===== config.mk =====
export PLATFORM = sky130hd
export DESIGN_NAME = req_pulse_issuer
export DESIGN_NICKNAME = d
export VERILOG_FILES = /design/src/rtl/req_issue_pkg.sv /design/src/rtl/req_pulse_issuer_rr_arbiter.sv /design/src/rtl/req_pulse_issuer.sv
export SDC_FILE = /design/constraint.sdc
export NUM_CORES = 1
export LEC_CHECK = 0
export CAP_MARGIN = 15
export CORE_UTILIZATION = 51
export DETAILED_ROUTE_END_ITERATION = 10
export GPL_TIMING_DRIVEN = 0
export PLACE_DENSITY = 0.81
export SLEW_MARGIN = 10
export SYNTH_ARGS = -nofsm -noshare
export SYNTH_HDL_FRONTEND = slang
export SYNTH_SLANG_ARGS = --single-unit

===== constraint.sdc =====
create_clock -name clk -period 3.1 [get_ports clk]
set_clock_uncertainty 0.15 [all_clocks]
set_input_delay 0.62 -clock clk [delete_from_list [all_inputs] [get_ports clk]]
set_output_delay 0.62 -clock clk [all_outputs]
set_load 0.02 [all_outputs]

===== src/rtl/req_issue_pkg.sv =====
// req_issue_pkg: shared types and constants for the request pulse issuer.
//   state_t      - issuer FSM states
//   DEF_*        - default parameter values
//   clog2_min1() - ceil(log2(n)), never less than 1, for id and counter widths
package req_issue_pkg;

  typedef enum logic [1:0] {
    IDLE     = 2'd0,
    ISSUE    = 2'd1,
    WAIT_GNT = 2'd2,
    GUARD    = 2'd3
  } state_t;

  localparam int DEF_NUM_CLIENTS  = 4;
  localparam int DEF_GUARD_CYCLES = 1;
  localparam int DEF_TIMEOUT      = 8;

  function automatic int clog2_min1(input int n);
    int r;
    r = 1;
    while ((1 << r) < n) r++;
    return r;
  endfunction

endpackage


===== src/rtl/req_pulse_issuer_rr_arbiter.sv =====
// rr_arbiter: combinational round-robin pick.
//   req_vec - level requests, one bit per client
//   last    - index of the client served last
//   winner  - first requesting index at or after last+1 (mod N)
//   valid   - at least one request present
module rr_arbiter #(
  parameter int N    = 4,
  parameter int ID_W = 2
) (
  input  logic [N-1:0]    req_vec,
  input  logic [ID_W-1:0] last,
  output logic [ID_W-1:0] winner,
  output logic            valid
);

  int idx;

  always_comb begin
    winner = '0;
    valid  = 1'b0;
    idx    = 0;
    // Walk N positions starting just after the last served client; the
    // wrap keeps idx below N, so the truncated index is always in range.
    for (int i = 1; i <= N; i++) begin
      idx = int'(last) + i;
      if (idx >= N) idx = idx - N;
      if (!valid && req_vec[idx[ID_W-1:0]]) begin
        valid  = 1'b1;
        winner = ID_W'(idx);
      end
    end
  end

endmodule


===== src/rtl/req_pulse_issuer.sv =====
// req_pulse_issuer: round-robin arbiter that turns level-held client requests
// into single-cycle req pulses for a downstream grant-echo stage.
//   clk          - clock, all state on posedge
//   reset        - asynchronous active-high reset
//   client_req   - level request per client, held until client_ack
//   client_ack   - one-hot, one-cycle acknowledge after the grant
//   req          - one-cycle pulse downstream
//   gnt          - downstream echo of req
//   active_id    - client currently being served
//   busy         - high in every state except IDLE
//   timeout_err  - one-cycle pulse when the grant wait expires
//   protocol_err - one-cycle pulse on gnt outside WAIT_GNT
module req_pulse_issuer
  import req_issue_pkg::*;
#(
  parameter int NUM_CLIENTS  = DEF_NUM_CLIENTS,
  parameter int GUARD_CYCLES = DEF_GUARD_CYCLES,
  parameter int TIMEOUT      = DEF_TIMEOUT
) (
  input  logic                           clk,
  input  logic                           reset,
  input  logic [NUM_CLIENTS-1:0]         client_req,
  output logic [NUM_CLIENTS-1:0]         client_ack,
  output logic                           req,
  input  logic                           gnt,
  output logic [$clog2(NUM_CLIENTS)-1:0] active_id,
  output logic                           busy,
  output logic                           timeout_err,
  output logic                           protocol_err
);

  localparam int ID_W  = clog2_min1(NUM_CLIENTS);
  localparam int CNT_W = clog2_min1(TIMEOUT + 1);
  localparam int GD_W  = clog2_min1(GUARD_CYCLES);

  localparam logic [CNT_W-1:0] TO_LAST = CNT_W'(TIMEOUT - 1);
  localparam logic [CNT_W-1:0] CNT_MAX = '1;
  localparam logic [GD_W-1:0]  G_LAST  = GD_W'(GUARD_CYCLES - 1);
  localparam logic [ID_W-1:0]  PTR_RST = ID_W'(NUM_CLIENTS - 1);

  state_t state, state_n;

  logic [ID_W-1:0]  ptr;
  logic [CNT_W-1:0] wait_cnt;
  logic [GD_W-1:0]  guard_cnt;
  logic [ID_W-1:0]  arb_winner;
  logic             arb_valid;
  logic             grant_hit;
  logic             expire;

  rr_arbiter #(
    .N    (NUM_CLIENTS),
    .ID_W (ID_W)
  ) u_arb (
    .req_vec (client_req),
    .last    (ptr),
    .winner  (arb_winner),
    .valid   (arb_valid)
  );

  // A grant on the final wait cycle wins over the timeout.
  assign grant_hit = (state == WAIT_GNT) && gnt;
  assign expire    = (state == WAIT_GNT) && !gnt && (wait_cnt == TO_LAST);

  always_ff @(posedge clk or posedge reset) begin
    if (reset) state <= IDLE;
    else       state <= state_n;
  end

  always_comb begin
    state_n = state;
    req     = 1'b0;
    busy    = 1'b1;
    case (state)
      IDLE: begin
        busy = 1'b0;
        if (arb_valid) state_n = ISSUE;
      end
      ISSUE: begin
        req     = 1'b1;
        state_n = WAIT_GNT;
      end
      WAIT_GNT: begin
        if (grant_hit || expire) state_n = GUARD;
      end
      GUARD: begin
        if (guard_cnt == G_LAST) state_n = IDLE;
      end
      default: state_n = IDLE;
    endcase
  end

  always_ff @(posedge clk or posedge reset) begin
    if (reset) begin
      ptr          <= PTR_RST;
      active_id    <= '0;
      wait_cnt     <= '0;
      guard_cnt    <= '0;
      client_ack   <= '0;
      timeout_err  <= 1'b0;
      protocol_err <= 1'b0;
    end else begin
      if (state == IDLE && arb_valid) active_id <= arb_winner;

      client_ack   <= grant_hit ? (NUM_CLIENTS'(1) << active_id) : '0;
      timeout_err  <= expire;
      protocol_err <= gnt && (state != WAIT_GNT);

      // Advancing the pointer on timeout too keeps a dead downstream path
      // from locking the same client at the head of the rotation.
      if (grant_hit || expire) ptr <= active_id;

      if (state == WAIT_GNT && state_n == WAIT_GNT) begin
        if (wait_cnt != CNT_MAX) wait_cnt <= wait_cnt + 1'b1;
      end else begin
        wait_cnt <= '0;
      end

      if (state == GUARD && state_n == GUARD) guard_cnt <= guard_cnt + 1'b1;
      else                                    guard_cnt <= '0;
    end
  end

  a_req_single: assert property (@(posedge clk) disable iff (reset) req |=> !req)
    else $error("req_pulse_issuer: req high on consecutive cycles at %0t", $time);

  a_ack_onehot: assert property (@(posedge clk) disable iff (reset) $onehot0(client_ack))
    else $error("req_pulse_issuer: client_ack not one-hot at %0t", $time);

  a_ack_after_gnt: assert property (@(posedge clk) disable iff (reset)
    (|client_ack) |-> $past(gnt, 1))
    else $error("req_pulse_issuer: client_ack without prior gnt at %0t", $time);

  // req must stay low through the wait and guard window after each pulse.
  for (genvar k = 1; k <= GUARD_CYCLES + 2; k++) begin : g_req_low
    a_req_low: assert property (@(posedge clk) disable iff (reset)
      $past(req, k) |-> !req)
      else $error("req_pulse_issuer: req re-raised inside guard window at %0t", $time);
  end

endmodule


[Yosys cells after proc, flatten, opt, wreduce, memory -nomap -nowiden]
Cells that the tools add are included.
Storage, ports and cells
  bits in read-only memories: 0
  output and inout bits: 10
  memories kept: 0
  latch bits: 0
  register bits after elaboration: 17
  input bits: 7
  bits in writable memories: 0
Cells by class
  reduce and logical (&&, ||, !) cells: 16
  muxes and demuxes: 30
  shift-type cells: 1
  bitwise operators: 0
  multipliers: 0
  divide/modulo/power cells: 0
  equality and inequality tests: 9
  $lt $le $gt $ge: 8
  $add $sub $neg: 10
Operators by type and width (number)
  $mux W2: 11
  $lt A2 B3 Y1 const B: 4
  $mux W4: 3
  $mux W1: 11
  $logic_and A1 B1 Y1: 10
  $ge A3 B3 Y1 const B: 3
  $bmux W1 S2: 4
  $eq A2 B2 Y1 const B: 4
  $pmux W2 S4: 1
  $sub A2 B1 Y2 const B: 4
  $add A2 B2 Y3 const B: 2
  $add A2 B3 Y4 const B: 1
  $add A4 B1 Y4 const B: 1
  $eq A4 B3 Y1 const B: 1
  $ge A4 B3 Y1 const B: 1
  $logic_not A1 Y1: 4
  $ne A4 B4 Y1 const B: 1
  $shl A1 B2 Y4 const A: 1
  $add A2 B1 Y3 const B: 1
  $eq A2 B1 Y1 const B: 1
  $logic_not A2 Y1: 1
  $ne A2 B1 Y1 const B: 1
  $ne A2 B2 Y1 const B: 1
  $add A1 B1 Y1 const B: 1
  $logic_or A1 B1 Y1: 1

[Depth between registers and ports, before layout]
Gate-level depths: netlist (run 1).
  depth in word-level cells: 20
  mapped depth: 4

[Hierarchy]
A second synthesis (run 1) with hierarchy kept.
Unflattened totals
  cells, all modules: 72
  area, all modules: 778.2 um^2
Modules (own cells, without submodules)
  req_pulse_issuer: seq. area each 427.9 um^2, area an instance 686.9 um^2, cells an instance 58, instances 1
  rr_arbiter: seq. area each 0.0 um^2, area an instance 91.3 um^2, cells an instance 14, instances 1

[Worst setup path after synthesis (run 1)]
No wires, ideal clock.
  kind: in2reg
  start point: input client_req[2]
  end point: register active_id[0]
  slack: 1.426 ns
  path buffers: 0
  library setup time: 0.124 ns
  stages on the path: 3
  arrival: 1.400 ns
  required time: 2.826 ns
  cell sequence: or4_4 > a21o_1 > o31a_1
On the way
  longest elaborated chain between the ends: 13
  elaborated cells between the ends (all ways): 23
Ends and longest elaborated chain
  start: declaration: RTL line req_pulse_issuer.sv:22  | input logic [NUM_CLIENTS-1:0] client_req,
  $bmux W1 S2: RTL line req_pulse_issuer_rr_arbiter.sv:27  | if (!valid && req_vec[idx[ID_W-1:0]]) begin
  $mux W1 (implied by the code): RTL line req_pulse_issuer_rr_arbiter.sv:27
  $mux W1: RTL line req_pulse_issuer_rr_arbiter.sv:27
  $logic_not A1 Y1: RTL line req_pulse_issuer_rr_arbiter.sv:27
  $logic_and A1 B1 Y1: RTL line req_pulse_issuer_rr_arbiter.sv:27
  $mux W1: RTL line req_pulse_issuer_rr_arbiter.sv:27
  $logic_not A1 Y1: RTL line req_pulse_issuer_rr_arbiter.sv:27
  $logic_and A1 B1 Y1: RTL line req_pulse_issuer_rr_arbiter.sv:27
  $mux W1: RTL line req_pulse_issuer_rr_arbiter.sv:27
  $logic_not A1 Y1: RTL line req_pulse_issuer_rr_arbiter.sv:27
  $logic_and A1 B1 Y1: RTL line req_pulse_issuer_rr_arbiter.sv:27
  $mux W1: RTL line req_pulse_issuer_rr_arbiter.sv:27
  $logic_and A1 B1 Y1: RTL line req_pulse_issuer.sv:103  | if (state == IDLE && arb_valid) active_id <= arb_winner;
  end signal: assignment: RTL line req_pulse_issuer.sv:103
  end: declaration: RTL line req_pulse_issuer.sv:26  | output logic [$clog2(NUM_CLIENTS)-1:0] active_id,
Several ways; a longest one is shown, not always the timed one. The select of a mux whose other input is x is not followed.
A chain may end at the register's enable or synchronous reset.

[Worst setup path after layout (run 1)]
  start point: register state[0]
  end point: output busy
On the way
  longest elaborated chain between the ends: 2
Ends and longest elaborated chain
  start: declaration: RTL line req_pulse_issuer.sv:41  | state_t state, state_n;
  start signal: assignment: RTL line req_pulse_issuer.sv:67  | else state <= state_n;
  $logic_not A2 Y1: RTL line req_pulse_issuer.sv:74  | case (state)
  $mux W1: RTL line req_pulse_issuer.sv:74
  end: declaration: RTL line req_pulse_issuer.sv:27  | output logic busy,
No other way between the ends.

==> metrics.yaml, run 1 <==
detailed_routing:
  wl_per_cell_um: 13.06
  drt_iter0_drc: 17
  drcViolationCount: 0
  vias: 614
  dr.pass1.iters: 4
  ant_nets: 0
  viasPerCell: 5.685
  wirelength_um: 1411
yosys:
  synth.net_count: 81
  synth_area_per_cell_sq_um: 10.52
  synthSimpleGateAreaFrac: 0.2378
  synth.area.top_cells: "dfrtp_1 49%, dfstp_2 6.8%, nor2_1 3.9%, nand2_1 2.9%, mux2i_1 2.6%"
  synth_compound_area_frac: 0.1124
  synth_xor_area_frac: 0.01140
  synthCells: 73
  synth_warnings: 0
  synth_flop_cell: "dfrtp_1"
  synth_edf_count: 0
  synth.most_common_cell: "dfrtp_1"
  syn_area_sq_um: 768.2
  synth_top_family_by_area: "simple AND/OR/NAND/NOR gates"
  synth_seq_cells: 17
  yosysTopAreaCell: "dfrtp_1"
  synthDistinctLibCells: 30
  synthMuxAreaShare: 0.04072
  yosys-top-cells-count: "15 x dfrtp_1, 8 x nor2_1, 6 x nand2_1, 4 x inv_1, 4 x nor3_1"
  ys_seq_area_frac: 0.5570
  synth_fa_ha_area_frac: 0.01629
  netlist.area_leader.share: 0.4886
  synth-async-reset-ratio: 1.000
global_routing:
  grt_max_degree: 18
  antenna_found_initial: 0
  grt_usage: 0.2000
  grt_pass1_wl_um: 2152
  gr-total-overflow: 0
  grt_pass1_vias: 492
critical_path:
  arrival_ps: 1560
  crit_fanout: 6
  cp_slowest_stage_delay_ps: 530
  crit_path_start_kind: "flop"
  cp_cell_sequence: "nor2_1 > inv_1 > clkdlybuf4s50_1"
  endpoint_kind: "output pin"
  crit_slowest_cell: "clkdlybuf4s50_1"
  worstPathRequired_ps: 2330
  critical_path_class: "flop to output pin"
floorplan:
  dieArea_sq_um: 1665
  start_util: 0.5690
  coreArea_sq_um: 1350
  rows: 13
  io_pins: 17
  chipWidth_um: 40.81
  die_h_um: 40.81
timing:
  worst_pin_slew_ps: 600.6
  hold_viol: 0
  slew_viol_final: 0
  finalWorstSetupSlack_ps: 772.6
  relSlewSlack: 0.5991
  layout_min_cycle_time_ps: 2327
  timing.fmax_mhz: 429.7
  setup-violations-final: 0
  holdWs_ps: 367.1
  grt_setup_unrepaired: "false"
  fin_crit_sh: 0.7508
  tns_ps: 0
placement:
  place_area_sq_um: 947.2
  dp_cells: 104
  pre_cts_ws_ps: 897.9
  io_buffers: 16
  hpwl_um: 1042
  gp_congestion: 0.7061
clock_tree:
  cts_made_buffers: 3
  cts_root_buffer: "clkbuf_4"
  htreeDepth: 1
  hold_buffers: 0
  cts_tree: "built"
  clk_pin_slew_ps: 100
  cts.repair.resized: 0
  cts_buffer_depth: 2
  cts.sinks: 17
  postCtsSetupBuffers: 0
  clock_latency_ps: 280
pwr:
  ir_drop_mv: 0.4622
  switching_share: 0.3665
  p_sw_mw: 0.2789
  p_int_mw: 0.4822
  clkPwrFrac: 0.153
  seq_power_share: 0.465
  fin_total_pwr_mw: 0.7612
  static-leakage-power_nw: 0.4360
  combPwrFrac: 0.382
  p_per_area_nw_per_um2: 780.9
finish:
  antennaDiodeCount: 0
  drive_gt1_frac: 0.1183
  final_util: 0.7220
  fin_cells: 108
  nets: 102
  design_area_sq_um: 974.7
  area_growth_pct: 26.87
min_path:
  hold_path.class: "flop to flop"
outcome:
  outcome: "finished clean"
flow_run:
  cap_violations: 0
state kept, by name, indices dropped and copies added (netlist names):
| register | flops |
|---|---|
| protocol_err | 1 |
| timeout_err | 1 |
| client_ack | 4 |
| state | 2 |
| wait_cnt | 4 |
| guard_cnt | 1 |
| active_id | 2 |
| ptr | 2 |
final timing paths:
check	start	endpoint	slack [ps]	cells after the start
max in group asynchronous	reset	state[1]	1870	2
worst max register to register	wait_cnt[0]	ptr[0]	1450	4
worst min register to register	active_id[1]	client_ack[1]	370	1
worst max-delay path	state[0]	busy	770	3
worst min-delay path	active_id[1]	client_ack[1]	370	1
min in group asynchronous	reset	client_ack[0]	540	2
critical path, delay by kind of cell, from the launching register on:
family	cells	cell delay [ps]
buffers and inverters	2	600
AND/OR/NAND/NOR	1	230
flip-flops	1	450
logic make-up after synthesis:
logic type / count (synthesis)
AOI/OAI and AO/OA: 12
muxes: 3
DFF: 17
adders and majority gates: 1
buffers and inverters: 4
and+or+nand+nor: 34
xor gates and xnor gates: 1
other: 1
metal layers:
| layer | vias to the layer above | GRT usage | wire, um |
|---|---|---|---|
| li1 | 302 | - | - |
| met1 | 286 | 0.2680 | 642 |
| met2 | 24 | 0.3086 | 667 |
| met3 | 2 | 0.03261 | 96 |
| met4 | 0 | 0.1000 | 5 |
| met5 | - | 0 | 0 |
power groups by stage:
stage	logic [mW]	registers (mW)	clock network, mW
5_1_grt	0.320	0.364	0.129
6_report	0.291	0.354	0.116
3_3_place_gp	0.285	0.355	0
3_5_place_dp	0.292	0.358	0
2_1_floorplan	0.156	0.373	0
4_1_cts	0.294	0.353	0.122
placed cells by master, fill, tap and decap left out, types with 2 or more instances in the layout:
master / n
a21oi_1: 3
clkbuf_4: 3
clkdlybuf4s50_1: 16
dfrtp_1: 15
dfstp_2: 2
inv_1: 4
mux2i_1: 2
nand2_1: 6
nand2b_1: 3
nand3_1: 3
nand4_1: 2
nor2_1: 8
nor2b_1: 3
nor3_1: 4
final cells by class:
class,count,area (sq um)
tap,15,18.77
clock inverter,1,5.005
multi-input combinational,52,325.3
clock buffer,3,22.52
fill,103,375.4
inverter,4,15.01
timing repair buffer,16,160.2
sequential,17,427.9
Power figures use the tool's default switching activity.
==> run 2: changes to the inputs <==
--- a/config.mk
+++ b/config.mk
@@ -6,10 +6,10 @@
 export NUM_CORES = 1
 export LEC_CHECK = 0
 export CAP_MARGIN = 15
-export CORE_UTILIZATION = 51
+export CORE_UTILIZATION = 43
 export DETAILED_ROUTE_END_ITERATION = 10
 export GPL_TIMING_DRIVEN = 0
-export PLACE_DENSITY = 0.81
+export PLACE_DENSITY = 0.72
 export SLEW_MARGIN = 10
 export SYNTH_ARGS = -nofsm -noshare
 export SYNTH_HDL_FRONTEND = slang
==> constraint.sdc (replaced) <==
create_clock -name clk -period 2.04 [get_ports clk]
set_clock_uncertainty 0.15 [all_clocks]
set_input_delay 0.408 -clock clk [delete_from_list [all_inputs] [get_ports clk]]
set_output_delay 0.408 -clock clk [all_outputs]
set_load 0.02 [all_outputs]
==> metrics.yaml, run 2 (same netlist as run 1, synthesis figures left out) <==
timing:
  grt_setup_unrepaired: "false"
  layout_min_cycle_time_ps: 1952
  hold_viol: 0
  relSlewSlack: 0.5899
  worst_pin_slew_ps: 614.5
  slew_viol_final: 0
  setup-violations-final: 0
  tns_ps: 0
  fin_crit_sh: 0.9569
  timing.fmax_mhz: 512.3
finish:
  regArea_sq_um: 427.9
  nets: 102
  final_cell_mix: "15 x dfrtp_1, 14 x clkdlybuf4s50_1, 7 x nor2_1"
  multiInputGateArea_sq_um: 327.8
  drive_gt1_frac: 0.1183
  antennaDiodeCount: 0
  area_growth_pct: 28.18
  reg_top3: "client_ack x4, wait_cnt x4"
  nFillCells: 137
  design_area_sq_um: 984.7
  layout_commonest_cell: "dfrtp_1"
critical_path:
  cp_num_buf_inv: 1
  crit_family: "buffers and inverters"
  endpoint_kind: "output pin"
  crit_path_start_kind: "flop"
  worstPathRequired_ps: 1480
  critical_path_class: "flop to output pin"
  cp_slowest_stage_delay_ps: 640
  crit_slowest_cell: "clkdlybuf4s50_1"
  crit_fanout: 6
  arrival_ps: 1390
  cp_cell_sequence: "clkdlybuf4s50_1"
clock_tree:
  cts_made_buffers: 3
  postCtsSetupBuffers: 0
  clock_latency_ps: 290
  hold_buffers: 0
  cts_tree: "built"
  cts_root_buffer: "clkbuf_4"
  cts_buffer_depth: 2
  clk_pin_slew_ps: 90
  htreeDepth: 1
  cts.sinks: 17
pwr:
  p_per_area_nw_per_um2: 1165
  ir_drop_mv: 0.6337
  static-leakage-power_nw: 0.4361
outcome:
  outcome: "finished clean"
detailed_routing:
  wirelength_um: 1366
  ant_nets: 0
  drcViolationCount: 0
  dr.pass1.iters: 6
  vias: 595
  drt_iter0_drc: 10
  wl_per_cell_um: 11.68
  viasPerCell: 5.085
placement:
  io_buffers: 16
  place_area_sq_um: 958.4
  gp_congestion: 0.8342
  hpwl_um: 983.4
floorplan:
  start_util: 0.4819
  rows: 14
  io_pins: 17
  coreArea_sq_um: 1594
  die_h_um: 44.27
  dieArea_sq_um: 1960
  chipWidth_um: 44.27
min_path:
  hold_path.class: "input pin to asynchronous set/reset pin"
global_routing:
  grt_max_degree: 18
  antenna_found_initial: 0
  grt_pass1_vias: 540
  grt_pass1_wl_um: 2415
  grt_usage: 0.1759
  gr-total-overflow: 0
flow_run:
  cap_violations: 0
run 2: cell count changes in the layout (fill, tap and decap cells not counted), sizes merged:
cell,delta
dlygate4sd2,+2
clkinv,-1
clkdlybuf4s50,-2
clkbuf,+1
run 2: final cells by class:
| cell class | instances | share of cell area |
|---|---|---|
| Multi-Input combinational cell | 52 | 0.3329 |
| Sequential cell | 17 | 0.4346 |
| Clock buffer | 4 | 0.02668 |
| Inverter | 4 | 0.01525 |
| Tap cell | 24 | 0.03050 |
| Timing Repair Buffer | 16 | 0.1601 |
run 2: per-layer routing:
metal  wire length, um  GRT usage  part of all wire
met1               669     0.2400              0.49
met2               614     0.2529              0.45
met3                59    0.04082             0.043
met4                22     0.1091             0.016
met5                 0          0                 0
run 2: path summary, 6_finish.rpt:
check | to | slack (ps) | cells after the start | startpoint
worst min register to register | state[1] | 350 | 2 | guard_cnt
max in group asynchronous | state[0] | 1000 | 2 | reset
worst min-delay path | client_ack[3] | 340 | 2 | reset
min in group clk | state[1] | 350 | 2 | guard_cnt
worst max-delay path | active_id[0] | 90 | 1 | active_id[0]
worst max register to register | ptr[0] | 390 | 4 | wait_cnt[0]
run 2: power by group:
group / switching, mW / internal [mW] / total (mW)
sequential: 0.0996 / 0.440 / 0.540
combinational: 0.221 / 0.211 / 0.432
clock: 0.0990 / 0.0759 / 0.175
total: 0.420 / 0.727 / 1.15
run 2: stage by stage:
stage	setup slack (ps)	cells	power (mW)	utilization	hold WS, ps
2_1_floorplan	495.0	73	0.8041	-	182.6
5_1_grt	39.47	117	1.235	0.6177	389.3
3_3_place_gp	57.68	113	0.9762	0.6013	334.6
3_5_place_dp	37.54	113	0.9868	0.6013	339.7
6_report	87.84	117	1.147	0.6177	340.9
4_1_cts	76.22	117	1.159	0.6177	350.9
run 2: repair_timing:
action	CTS	global route
endpoints found under the hold margin	0	0
resized for setup	3	0
setup endpoints to repair	2	0
==> run 3: changes to the inputs <==
==> constraint.sdc (replaced) <==
create_clock -name clk -period 1.6 [get_ports clk]
set_clock_uncertainty 0.15 [all_clocks]
set_input_delay 0.16 -clock clk [delete_from_list [all_inputs] [get_ports clk]]
set_output_delay 0.16 -clock clk [all_outputs]
set_load 0.02 [all_outputs]
==> metrics.yaml, run 3 (same netlist as run 1, synthesis figures left out) <==
floorplan:
  coreArea_sq_um: 1594
  dieArea_sq_um: 1960
  chipWidth_um: 44.27
  start_util: 0.4819
  die_h_um: 44.27
  io_pins: 17
  rows: 14
finish:
  antennaDiodeCount: 0
  layout_commonest_cell: "dfrtp_1"
  multiInputGateArea_sq_um: 345.3
  final_cell_mix: "12 x dfrtp_1, 11 x clkdlybuf4s50_1, 7 x nor2_1"
  nets: 107
  drive_gt1_frac: 0.2041
  area_growth_pct: 35.99
  nFillCells: 131
  reg_top3: "client_ack x4, wait_cnt x4"
  regArea_sq_um: 431.7
critical_path:
  rr_endpoint: "ptr[0]"
  cp_num_buf_inv: 0
  r2r_start: "wait_cnt[0]"
  crit_family: "flip-flops"
  cp_slowest_stage_delay_ps: 450
  arrival_ps: 1660
  crit_slowest_cell: "dfrtp_2"
  worstPathRequired_ps: 1680
  cp_cell_sequence: "ha_4 > and3b_1 > o21ai_2 > mux2_2"
  crit_path_start_kind: "flop"
  crit_fanout: 6
  r2r_slack_ps: 20
  worst_r2r_path_depth: 4
  critPathLaunch: "wait_cnt[0]"
  endpoint_kind: "flop"
  critical_path_class: "flop to flop"
placement:
  hpwl_um: 983.4
  io_buffers: 16
  gp_congestion: 0.8342
  pre_cts_ws_ps: -154.5
timing:
  hold_viol: 0
  timing.fmax_mhz: 632.3
  finalWorstSetupSlack_ps: 18.41
  relSlewSlack: 0.5906
  slew_viol_final: 0
  setup-violations-final: 0
  layout_min_cycle_time_ps: 1582
  worst_pin_slew_ps: 613.4
  fin_crit_sh: 0.9885
pwr:
  ir_drop_mv: 0.8356
  fin_total_pwr_mw: 1.561
  p_per_area_nw_per_um2: 1494
  static-leakage-power_nw: 0.4760
detailed_routing:
  drt_iter0_drc: 6
  ant_nets: 0
  drcViolationCount: 0
  dr.pass1.iters: 6
  vias: 624
  viasPerCell: 5.115
  wirelength_um: 1504
  wl_per_cell_um: 12.33
min_path:
  hold_path.class: "input pin to asynchronous set/reset pin"
outcome:
  outcome: "finished clean"
clock_tree:
  htreeDepth: 1
  clk_pin_slew_ps: 100
  cts_root_buffer: "clkbuf_4"
  clock_latency_ps: 290
  hold_buffers: 0
  cts.sinks: 17
  cts_tree: "built"
  cts_buffer_depth: 2
  cts_made_buffers: 3
global_routing:
  grt_max_degree: 18
  gr-total-overflow: 0
  grt_pass1_wl_um: 2401
  grt_pass1_vias: 543
  antenna_found_initial: 0
  grt_usage: 0.1750
flow_run:
  cap_violations: 0
[run 3: worst max-delay path by stage]
stage | end | slack [ps] | cells past startpoint
2_1_floorplan | ptr[0] | 60 | 4
3_3_place_gp | active_id[0] | -130 | 4
3_5_place_dp | active_id[0] | -150 | 4
4_1_cts | busy | -10 | 3
5_1_grt | ptr[0] | -10 | 4
6_report | ptr[0] | 20 | 4
[run 3: per-layer routing]
| metal | vias up | share of wire | GRT usage |
|---|---|---|---|
| met5 | - | 0 | 0 |
| met4 | 0 | 0.022 | 0.1091 |
| met3 | 5 | 0.047 | 0.04082 |
| met2 | 20 | 0.47 | 0.2529 |
| met1 | 295 | 0.46 | 0.2373 |
| li1 | 304 | - | - |
[run 3: final cells by class]
class,count,share of cell area
timing repair buffer,21,0.1880
sequential,17,0.4132
inverter,4,0.01437
tap,24,0.02874
multi-input combinational,52,0.3305
clock buffer,4,0.02515
[run 3: power breakdown]
| group | leakage (nW) | switching (mW) | total [mW] | internal [mW] |
|---|---|---|---|---|
| clock network | 0.0150 | 0.130 | 0.227 | 0.0969 |
| registers | 0.212 | 0.140 | 0.708 | 0.568 |
| logic | 0.249 | 0.308 | 0.626 | 0.318 |
| total | 0.476 | 0.578 | 1.56 | 0.983 |
[run 3: repair_timing]
item | 4_1_cts | 5_1_grt
setup buffers | 0 | 5
resized for setup | 6 | 7
endpoints found under the setup margin | 5 | 3
pin swaps | 0 | 1
[run 3: metrics by stage]
step           std cells  cell area (sq um)  TNS [ps]    util  hold slack [ps]
6_report             122               1045         0  0.6554            88.76
5_1_grt              122               1045    -13.16  0.6554            147.0
4_1_cts              117              984.7    -10.84  0.6177            110.1
3_5_place_dp         113              958.4    -411.3  0.6013            339.7
3_3_place_gp         113              958.4    -359.5  0.6013            334.6
2_1_floorplan         73              768.2         0       -           -65.39
